**config.mk**
```make
export PLATFORM = sky130hd
export DESIGN_NAME = agc_gain_apply
export DESIGN_NICKNAME = d
export VERILOG_FILES = /design/src/rtl/agc_pkg.sv /design/src/rtl/agc_round_sat.sv /design/src/rtl/agc_gain_apply.sv
export SDC_FILE = /design/constraint.sdc
export NUM_CORES = 1
export LEC_CHECK = 0
export CORE_ASPECT_RATIO = 0.5
export CORE_MARGIN = 2
export CORE_UTILIZATION = 29
export CTS_CLUSTER_SIZE = 12
export DETAILED_ROUTE_END_ITERATION = 10
export PLACE_DENSITY = 0.43
export SYNTH_ARGS = -nofsm -noshare
export SYNTH_HDL_FRONTEND = slang
export SYNTH_SLANG_ARGS = --single-unit
```
**constraint.sdc**
```tcl
create_clock -name clk -period 5.7 [get_ports clk]
set_input_delay 1.14 -clock clk [delete_from_list [all_inputs] [get_ports clk]]
set_output_delay 1.14 -clock clk [all_outputs]
set_load 0.05 [all_outputs]
```
**src/rtl/agc_pkg.sv**
```systemverilog
// Shared types and constants for the AGC gain-apply datapath.
package agc_pkg;

  localparam int unsigned SAMPLE_W = 12;
  localparam int unsigned MANT_W   = 8;
  localparam int unsigned EXP_W    = 4;
  localparam int unsigned FRAC_W   = 8;

  // sample * (256 + mantissa) needs SAMPLE_W + MANT_W + 1 bits.
  localparam int unsigned PROD_W = SAMPLE_W + MANT_W + 1;
  // One extra bit so adding the rounding bias cannot overflow.
  localparam int unsigned RND_W  = PROD_W + 1;

  typedef logic signed [SAMPLE_W-1:0] sample_t;

  typedef struct packed {
    logic [MANT_W-1:0] mantissa;
    logic [EXP_W-1:0]  exp;
  } gain_t;

  localparam sample_t SAMPLE_MAX = {1'b0, {(SAMPLE_W-1){1'b1}}};
  localparam sample_t SAMPLE_MIN = {1'b1, {(SAMPLE_W-1){1'b0}}};

  // Unsigned linear gain factor 256 + mantissa (implicit leading one).
  function automatic logic [MANT_W:0] gain_factor(input logic [MANT_W-1:0] m);
    return {1'b1, m};
  endfunction

endpackage

```
**src/rtl/agc_round_sat.sv**
```systemverilog
// Round-half-up arithmetic right shift followed by saturation to one sample.
// Two register stages (rounded value, then saturated output), both gated by en_i.
module agc_round_sat
  import agc_pkg::*;
#(
  parameter int unsigned ShW = 5
) (
  input  logic                    clk_i,
  input  logic                    rst_ni,
  input  logic                    en_i,
  input  logic signed [RND_W-1:0] prod_i,
  input  logic [ShW-1:0]          sh_i,
  output logic signed [SAMPLE_W-1:0] out_o,
  output logic                    clip_o
);

  logic signed [RND_W-1:0] bias, sum, rnd_d, rnd_q;
  logic signed [SAMPLE_W-1:0] sat_d;
  logic clip_d;

  // Add half an LSB of the result, then floor-shift: ties round toward +inf.
  always_comb begin
    bias  = RND_W'(1) <<< (sh_i - ShW'(1));
    sum   = prod_i + bias;
    rnd_d = sum >>> sh_i;
  end

  // Clip when the bits above the sample's sign bit are not a pure sign extension.
  always_comb begin
    clip_d = (|rnd_q[RND_W-1:SAMPLE_W-1]) & ~(&rnd_q[RND_W-1:SAMPLE_W-1]);
    sat_d  = rnd_q[SAMPLE_W-1:0];
    if (clip_d) begin
      sat_d = rnd_q[RND_W-1] ? SAMPLE_MIN : SAMPLE_MAX;
    end
  end

  // Rounded-value register and saturated output register.
  always_ff @(posedge clk_i or negedge rst_ni) begin
    if (!rst_ni) begin
      rnd_q  <= '0;
      out_o  <= '0;
      clip_o <= 1'b0;
    end else if (en_i) begin
      rnd_q  <= rnd_d;
      out_o  <= sat_d;
      clip_o <= clip_d;
    end
  end

endmodule

```
**src/rtl/agc_gain_apply.sv**
```systemverilog
// Applies the AGC mantissa/exponent gain to a 12-bit I/Q stream: multiply, round,
// saturate over three stall-able pipeline stages with valid/ready on both sides.
// Optional saturation event counter enabled by AGC_GAIN_APPLY_SAT_CNT_EN.
module agc_gain_apply
  import agc_pkg::*;
#(
  parameter int unsigned EXP_BIAS = 10
`ifdef AGC_GAIN_APPLY_SAT_CNT_EN
  , parameter int unsigned SAT_CNT_W = 16
`endif
) (
  input  logic                       clk,
  input  logic                       rst,
  input  logic                       in_valid,
  output logic                       in_ready,
  input  logic signed [SAMPLE_W-1:0] sample_i,
  input  logic signed [SAMPLE_W-1:0] sample_q,
  input  logic                       gain_valid,
  input  logic [MANT_W-1:0]          mantissa,
  input  logic [EXP_W-1:0]           exp,
  output logic                       out_valid,
  input  logic                       out_ready,
  output logic signed [SAMPLE_W-1:0] out_i,
  output logic signed [SAMPLE_W-1:0] out_q,
`ifdef AGC_GAIN_APPLY_SAT_CNT_EN
  input  logic                       sat_clr,
  output logic [SAT_CNT_W-1:0]       sat_count,
`endif
  output logic                       out_sat
);

  localparam int unsigned ShW = $clog2(FRAC_W + EXP_BIAS + 1);
  localparam gain_t GainUnity = '{mantissa: '0, exp: EXP_W'(EXP_BIAS)};

  logic adv, accept;
  gain_t gain_in, eff_gain;
  gain_t act_q, act_d, pend_q, pend_d;
  logic  pend_vld_q, pend_vld_d;

  logic signed [PROD_W-1:0] gain_ext, pi_d, pq_d, s1_pi_q, s1_pq_q;
  logic [ShW-1:0] sh_d, s1_sh_q;
  logic s1_vld_q, s2_vld_q, out_vld_q;
  logic clip_i, clip_q;

  assign adv       = !out_vld_q || out_ready;
  assign in_ready  = adv;
  assign accept    = in_valid && adv;
  assign out_valid = out_vld_q;
  assign out_sat   = clip_i || clip_q;

  // Gain selection: a coincident strobe beats pending, pending beats active.
  always_comb begin
    gain_in    = {mantissa, exp};
    eff_gain   = gain_valid ? gain_in : (pend_vld_q ? pend_q : act_q);
    act_d      = accept ? eff_gain : act_q;
    pend_d     = gain_valid ? gain_in : pend_q;
    pend_vld_d = accept ? 1'b0 : (gain_valid | pend_vld_q);
  end

  // S1 datapath: both components share the same gain and shift.
  always_comb begin
    gain_ext = $signed(PROD_W'(gain_factor(eff_gain.mantissa)));
    pi_d     = PROD_W'(sample_i) * gain_ext;
    pq_d     = PROD_W'(sample_q) * gain_ext;
    sh_d     = ShW'(FRAC_W + EXP_BIAS) - ShW'(eff_gain.exp);
  end

  // Gain registers update every cycle; pipeline stages only move on adv.
  always_ff @(posedge clk or negedge rst) begin
    if (!rst) begin
      act_q      <= GainUnity;
      pend_q     <= '0;
      pend_vld_q <= 1'b0;
      s1_vld_q   <= 1'b0;
      s1_pi_q    <= '0;
      s1_pq_q    <= '0;
      s1_sh_q    <= '0;
      s2_vld_q   <= 1'b0;
      out_vld_q  <= 1'b0;
    end else begin
      act_q      <= act_d;
      pend_q     <= pend_d;
      pend_vld_q <= pend_vld_d;
      if (adv) begin
        s1_vld_q  <= accept;
        s1_pi_q   <= pi_d;
        s1_pq_q   <= pq_d;
        s1_sh_q   <= sh_d;
        s2_vld_q  <= s1_vld_q;
        out_vld_q <= s2_vld_q;
      end
    end
  end

  agc_round_sat #(
    .ShW (ShW)
  ) u_rs_i (
    .clk_i  (clk),
    .rst_ni (rst),
    .en_i   (adv),
    .prod_i (RND_W'(s1_pi_q)),
    .sh_i   (s1_sh_q),
    .out_o  (out_i),
    .clip_o (clip_i)
  );

  agc_round_sat #(
    .ShW (ShW)
  ) u_rs_q (
    .clk_i  (clk),
    .rst_ni (rst),
    .en_i   (adv),
    .prod_i (RND_W'(s1_pq_q)),
    .sh_i   (s1_sh_q),
    .out_o  (out_q),
    .clip_o (clip_q)
  );

`ifdef AGC_GAIN_APPLY_SAT_CNT_EN
  logic [SAT_CNT_W-1:0] cnt_q, cnt_d;

  // Count clipped handshakes, sticking at all-ones; clear wins over increment.
  always_comb begin
    cnt_d = cnt_q;
    if (sat_clr) begin
      cnt_d = '0;
    end else if (out_vld_q && out_ready && out_sat && !(&cnt_q)) begin
      cnt_d = cnt_q + SAT_CNT_W'(1);
    end
  end

  // Saturation counter register.
  always_ff @(posedge clk or negedge rst) begin
    if (!rst) begin
      cnt_q <= '0;
    end else begin
      cnt_q <= cnt_d;
    end
  end

  assign sat_count = cnt_q;
`endif

endmodule

```
* Word-level counts from Yosys, hierarchy flattened *
Cells that the tools add are included.

word-level totals
  register bits = 145
  bits of input ports = 41
  output and inout port bits = 27
  logic and storage cells = 46

operators by class
  $add $sub $neg = 4
  multiply operators = 2
  shift operators = 3
  multiplexer cells = 7
  bitwise operators = 5
  reductions and logical operators = 8

operator list
  kind                                                number
  2-to-1 mux 12 bit                                   6
  adder 21 x 22 -> 22 bit                             2
  >>> shifter 22 x 5 -> 22 bit                        2
  multiplier 12 x 10 -> 21 bit                        2
  AND reduction 11 bit                                2
  OR reduction 11 bit                                 2
  <<< shifter 2 x 5 -> 22 bit (first input constant)  1
  subtractor 5 x 1 -> 5 bit (second input constant)   1
  subtractor 5 x 4 -> 5 bit (first input constant)    1
  AND 1 bit                                           2
  logical OR 1 bit                                    2
  inverter 1 bit                                      2
  logical AND 1 bit                                   1
  logical NOT 1 bit                                   1
  2-to-1 mux 1 bit                                    1
  bitwise OR 1 bit                                    1

* Logic depth before layout (Yosys ltp) *
  depth after elaboration = 4
  depth in mapped cells = 26
  mapped depth without buffers = 23

* By module *
Synthesis repeated with hierarchy kept, for this count alone.

unflattened totals
  cells, all modules = 2,466
  area, all modules = 20,404.6 um^2

modules (own cells, without submodules)
  module          times used  cells an instance  area each (um^2)  sequential area each (um^2)
  agc_gain_apply  1           1,186              10,860.4          1,879.3
  agc_round_sat   2           640                4,772.1           875.8

* Least setup slack after synthesis *
No wires, ideal clock.

  path type = in2reg
  from = input gain_valid
  to = register s1_pq_q[20]
  setup time = 0.133 ns
  arrival time = 6.649 ns
  data required time = 5.567 ns
  path slack = -1.082 ns
  stages = 24
  buffers on the path = 3
  cells stage by stage = clkbuf_1 -> clkbuf_1 -> nand2_1 -> o21ai_1 -> clkbuf_1 -> nand2_1 -> fa_1 -> inv_1 -> fa_1 -> inv_1 -> fa_1 -> inv_1 -> fa_1 -> inv_1 -> fa_1 -> inv_1 -> ha_1 -> or3_1 -> o211ai_1 -> a31oi_1 -> a211o_1 -> a21oi_1 -> xnor2_1 -> o21ai_0

on the way
  longest elaborated chain between the ends = 2

RTL lines
  item                          line                  text
  start: declaration            agc_gain_apply.sv:18  input logic gain_valid,
  2-to-1 mux 12 bit             agc_gain_apply.sv:54  eff_gain = gain_valid ? gain_in : (pend_vld_q ? pend_q : act_q);
  multiplier 12 x 10 -> 21 bit  agc_gain_apply.sv:64  pq_d = PROD_W'(sample_q) * gain_ext;
  end signal: assignment        agc_gain_apply.sv:87  s1_pq_q <= pq_d;
  end: declaration              agc_gain_apply.sv:40  logic signed [PROD_W-1:0] gain_ext, pi_d, pq_d, s1_pi_q, s1_pq_q;

Every way passes these cells.
A chain may end at the register's enable or synchronous reset.

* Worst setup path after layout *
  from = input gain_valid
  to = register s1_pi_q[16]

on the way
  longest elaborated chain between the ends = 2

RTL lines
  item                          line                  text
  2-to-1 mux 12 bit             agc_gain_apply.sv:54
  multiplier 12 x 10 -> 21 bit  agc_gain_apply.sv:63  pi_d = PROD_W'(sample_i) * gain_ext;
  end signal: assignment        agc_gain_apply.sv:86  s1_pi_q <= pi_d;
  end: declaration              agc_gain_apply.sv:40

Every way passes these cells.

==> flow_summary_export.csv <==
group,metric,value,unit
final_layout,final_common_cell,"nand2_1",
worst_setup_path,regToRegEndpoint,"s1_pi_q[16]$_DFFE_PN0N_",
grt,gr-total-overflow,0,
worst_setup_path,reg2reg_depth,23,
clock_network,insertion_delay,0.46,ns
detailed_routing,routed_via_density,4.918,
floorplan,die_area,67040,µm²
final_layout,areaGrowthSynthToFinish,28.22,%
detailed_routing,dr.pass1.iters,5,
final_layout,drive_gt1_share,21.32,%
final_layout,num_antenna_cells,0,
synthesis,ys_types,97,
min_path,hp-class,"reg -> reg",
worst_setup_path,slowest_delay,0.54,ns
grt,grt_antenna_before_repair,0,
worst_setup_path,worstReg2RegStart,"pend_vld_q$_DFF_PN0_",
sta,slew_viol_final,0,
clock_network,cts_root_buf,"clkbuf_16",
status,status,"finished with violations",
min_path,worstHoldPathCells,2,
worst_setup_path,cpMaxStageDelayCell,"fa_1",
grt,grt_pass1_wl,99290,µm
sta,max_clock_freq,172.2,MHz
worst_setup_path,required,6.03,ns
worst_setup_path,path_max_fanout,7,
place,dp_hpwl,47970,µm
place,gp_congestion,0.8796,
detailed_routing,ant_nets,0,
worst_setup_path,worstPathCellList,"buf_16 -> buf_8 -> o21ai_4 -> buf_12 -> buf_6 -> buf_6 -> nand2_4 -> fa_1 -> inv_2 -> fa_1 -> fa_1 -> fa_1 -> inv_2 -> fa_1 -> inv_1 -> ha_2 -> or3_4 -> o21ai_4 -> buf_4 -> o21bai_1 -> a211oi_2 -> o21ai_1",
clock_network,htree_levels,4,
place,post-place-ws,-0.9451,ns
detailed_routing,wl_per_cell,18.49,µm
floorplan,rows,65,
sta,worst_pin_slew,1.187,ns
synthesis,syn_area_per_cell,8.409,µm²
detailed_routing,drc,0,
synthesis,ys_async_sr_fraction,100.0,%
sta,min_period_over_period,101.9,%
min_path,min_to,"s2_vld_q$_DFFE_PN0N_",
clock_network,cts_tree,"done",
worst_setup_path,path_class,"in -> reg",
worst_setup_path,cpMostUsedCell,"fa_1",
clock_network,path_clk_slew,0.06,ns
sta,hold_viol,0,
min_path,worstHoldStart,"s2_vld_q$_DFFE_PN0N_",
worst_setup_path,setup.worst_path.start,"gain_valid",
synthesis,postSynthCellCount,2237,
clock_network,clock_sinks,145,
synthesis,netlist_area,18810,µm²
synthesis,yosys_warnings,0,
floorplan,die_y,184.1,µm
detailed_routing,vias,16620,
sta,rsz0062_at_grt,"true",
clock_network,cts_hold_buf,0,
detailed_routing,routed_wl,62500,µm
worst_setup_path,r2r_slack,-0.01,ns
final_layout,fillers,6543,
detailed_routing,drt_iter0_markers,1074,
sta,fin_ws,-0.1061,ns
synthesis,synth_seq_cells,145,
sta,finalSetupViolCount,4,
grt,grt.total_usage,19.06,%
worst_setup_path,path_delay_family,"adder cells",
floorplan,core_area,63600,µm²
worst_setup_path,end_kind,"flop",
sta,layout_min_cycle_time,5.806,ns
grt,grt_max_degree,75,
floorplan,start_util,29.58,%
floorplan,die_w,364.2,µm
clock_network,clock_path_buffers,2,
status,violations,"negative setup slack",
grt,grt_pass1_vias,16740,
worst_setup_path,arrival,6.14,ns
synthesis,synth-edff-count,0,
worst_setup_path,start_kind,"input port",
sta,max_slew_margin,20.56,%
synthesis,synth_nets,2595,
flow_run,cap_violations,0,
final_layout,final_cell_mix,"nand2_1 (259), inv_1 (249), buf_4 (236)",
floorplan,io_pins,68,
place,port_buffers,67,
sta,skew,0.01569,ns
clock_network,numCtsBuffers,17,
worst_setup_path,critPathBufInv,9,
synthesis,ys_seq_area_share,19.30,%
final_layout,final_nets,2854,
synthesis,synthFlopType,"dfrtp_1",
sta,timing.hold.ws,0.4632,ns
==> worst max path at each step <==
stage          depth (start not counted)                 endpoint
2_1_floorplan                         24  s1_pq_q[17]$_DFFE_PN0N_
3_3_place_gp                          19  s1_pi_q[16]$_DFFE_PN0N_
3_5_place_dp                          18  s1_pi_q[16]$_DFFE_PN0N_
4_1_cts                               21  s1_pq_q[18]$_DFFE_PN0N_
5_1_grt                               23  s1_pq_q[20]$_DFFE_PN0N_
6_report                              22  s1_pi_q[16]$_DFFE_PN0N_
==> cell type report <==
cell class	count	area [µm²]	area share (%)
Clock inverter	9	103.9	0.4306
Clock buffer	23	488.0	2.023
Timing Repair Buffer	344	3163	13.11
Inverter	270	1016	4.212
Sequential cell	145	3632	15.06
Tap cell	871	1090	4.518
Multi-Input combinational cell	1718	14630	60.64
==> registers in the layout, summed over array words and instances, names as in the netlist, 5 cells and up <==
name          count
act_q            12
pend_q           12
s1_pi_q          21
s1_pq_q          21
s1_sh_q           5
u_rs_i.out_o     12
u_rs_i.rnd_q     22
u_rs_q.out_o     12
u_rs_q.rnd_q     22
==> metrics by stage <==
step	utilization, %	setup TNS [ns]	area (µm²)	std cells
6_report	37.92	-0.1959	24120	3380
5_1_grt	37.92	-2.228	24120	3380
4_1_cts	37.08	-0.07508	23580	3366
3_5_place_dp	34.98	-17.94	22250	3302
3_3_place_gp	34.98	-17.20	22250	3302
2_1_floorplan	-	-2.866	19120	2237
==> metal layers <==
| metal | track usage [%] | vias to the layer above | share of wire (%) |
|---|---|---|---|
| met4 | 3.537 | 0 | 1.3 |
| met1 | 28.51 | 8076 | 51 |
| met5 | 0 | - | 0 |
| met3 | 1.997 | 54 | 3.2 |
| li1 | - | 8176 | - |
| met2 | 29.73 | 318 | 44 |
==> synthesized netlist by cell type, drive strengths merged (5+ instances only) <==
| cell type | number | area, µm² |
|---|---|---|
| nor3 | 28 | 140.1 |
| and3 | 16 | 100.1 |
| o211ai | 20 | 150.1 |
| dfrtp | 143 | 3578 |
| o21bai | 10 | 75.07 |
| nor2b | 34 | 212.7 |
| nand4 | 17 | 106.4 |
| o21ai | 147 | 743.2 |
| a211o | 13 | 113.9 |
| clkbuf | 83 | 312.8 |
| o32a | 7 | 70.07 |
| or2 | 7 | 43.80 |
| a31oi | 30 | 187.7 |
| nor2 | 174 | 655.6 |
| a21o | 22 | 165.2 |
| nor4 | 5 | 31.28 |
| or3 | 15 | 95.09 |
| o2111ai | 6 | 58.80 |
| a311oi | 7 | 67.56 |
| a221o | 5 | 50.05 |
| o21a | 22 | 166.4 |
| a211oi | 22 | 180.2 |
| o31ai | 19 | 166.4 |
| o311ai | 6 | 70.08 |
| mux2 | 24 | 274.0 |
| nand2 | 286 | 1076 |
| o221a | 5 | 65.06 |
| a22oi | 6 | 45.04 |
| xnor2 | 44 | 392.9 |
| mux2i | 31 | 310.3 |
| o22ai | 10 | 62.56 |
| and2 | 75 | 469.2 |
| fa | 184 | 3684 |
| inv | 268 | 1006 |
| nand2b | 5 | 31.28 |
| xor2 | 27 | 236.5 |
| a2111oi | 8 | 120.1 |
| a221oi | 10 | 87.58 |
| a21oi | 136 | 691.9 |
| mux4 | 8 | 180.2 |
| nand3 | 38 | 195.2 |
| buf | 23 | 96.34 |
| ha | 133 | 1664 |
==> worst reg2reg max path, stage by stage (launching register included) <==
cell	delay, ns
dfrtp_2	0.51
buf_8	0.16
mux2i_4	0.23
o21ai_4	0.08
buf_12	0.15
buf_6	0.12
buf_8	0.13
and2_4	0.15
fa_1	0.47
fa_2	0.60
fa_1	0.43
fa_1	0.49
inv_1	0.05
fa_1	0.49
inv_2	0.05
ha_4	0.21
and3_4	0.17
a21oi_4	0.16
o21ai_2	0.10
o21ai_4	0.19
buf_4	0.14
o21bai_1	0.08
a211oi_2	0.31
o21ai_1	0.09
==> repair_timing <==
| item | CTS | global route |
|---|---|---|
| pin swaps | 62 | 77 |
| setup endpoints to repair | 21 | 22 |
| cloned | 6 | 0 |
| setup buffers | 26 | 18 |
| resized for setup | 104 | 108 |
==> cells by family (layout without fill, tap and decap cells) <==
family          count (synthesis)  count (layout)  share of synthesized area (%)
simple gates                  710             710                          17.21
buf+inv                       376             646                          7.563
fa+ha+maj                     317             317                          28.43
mux                            63              63                          4.064
flops                         145             145                          19.30
xor+xnor                       73              73                          3.585
compound gates                553             555                          19.85
Power is left out: the tool's default activity adds up to more than one toggle a clock period on the data nets, which glitch-free logic cannot reach.
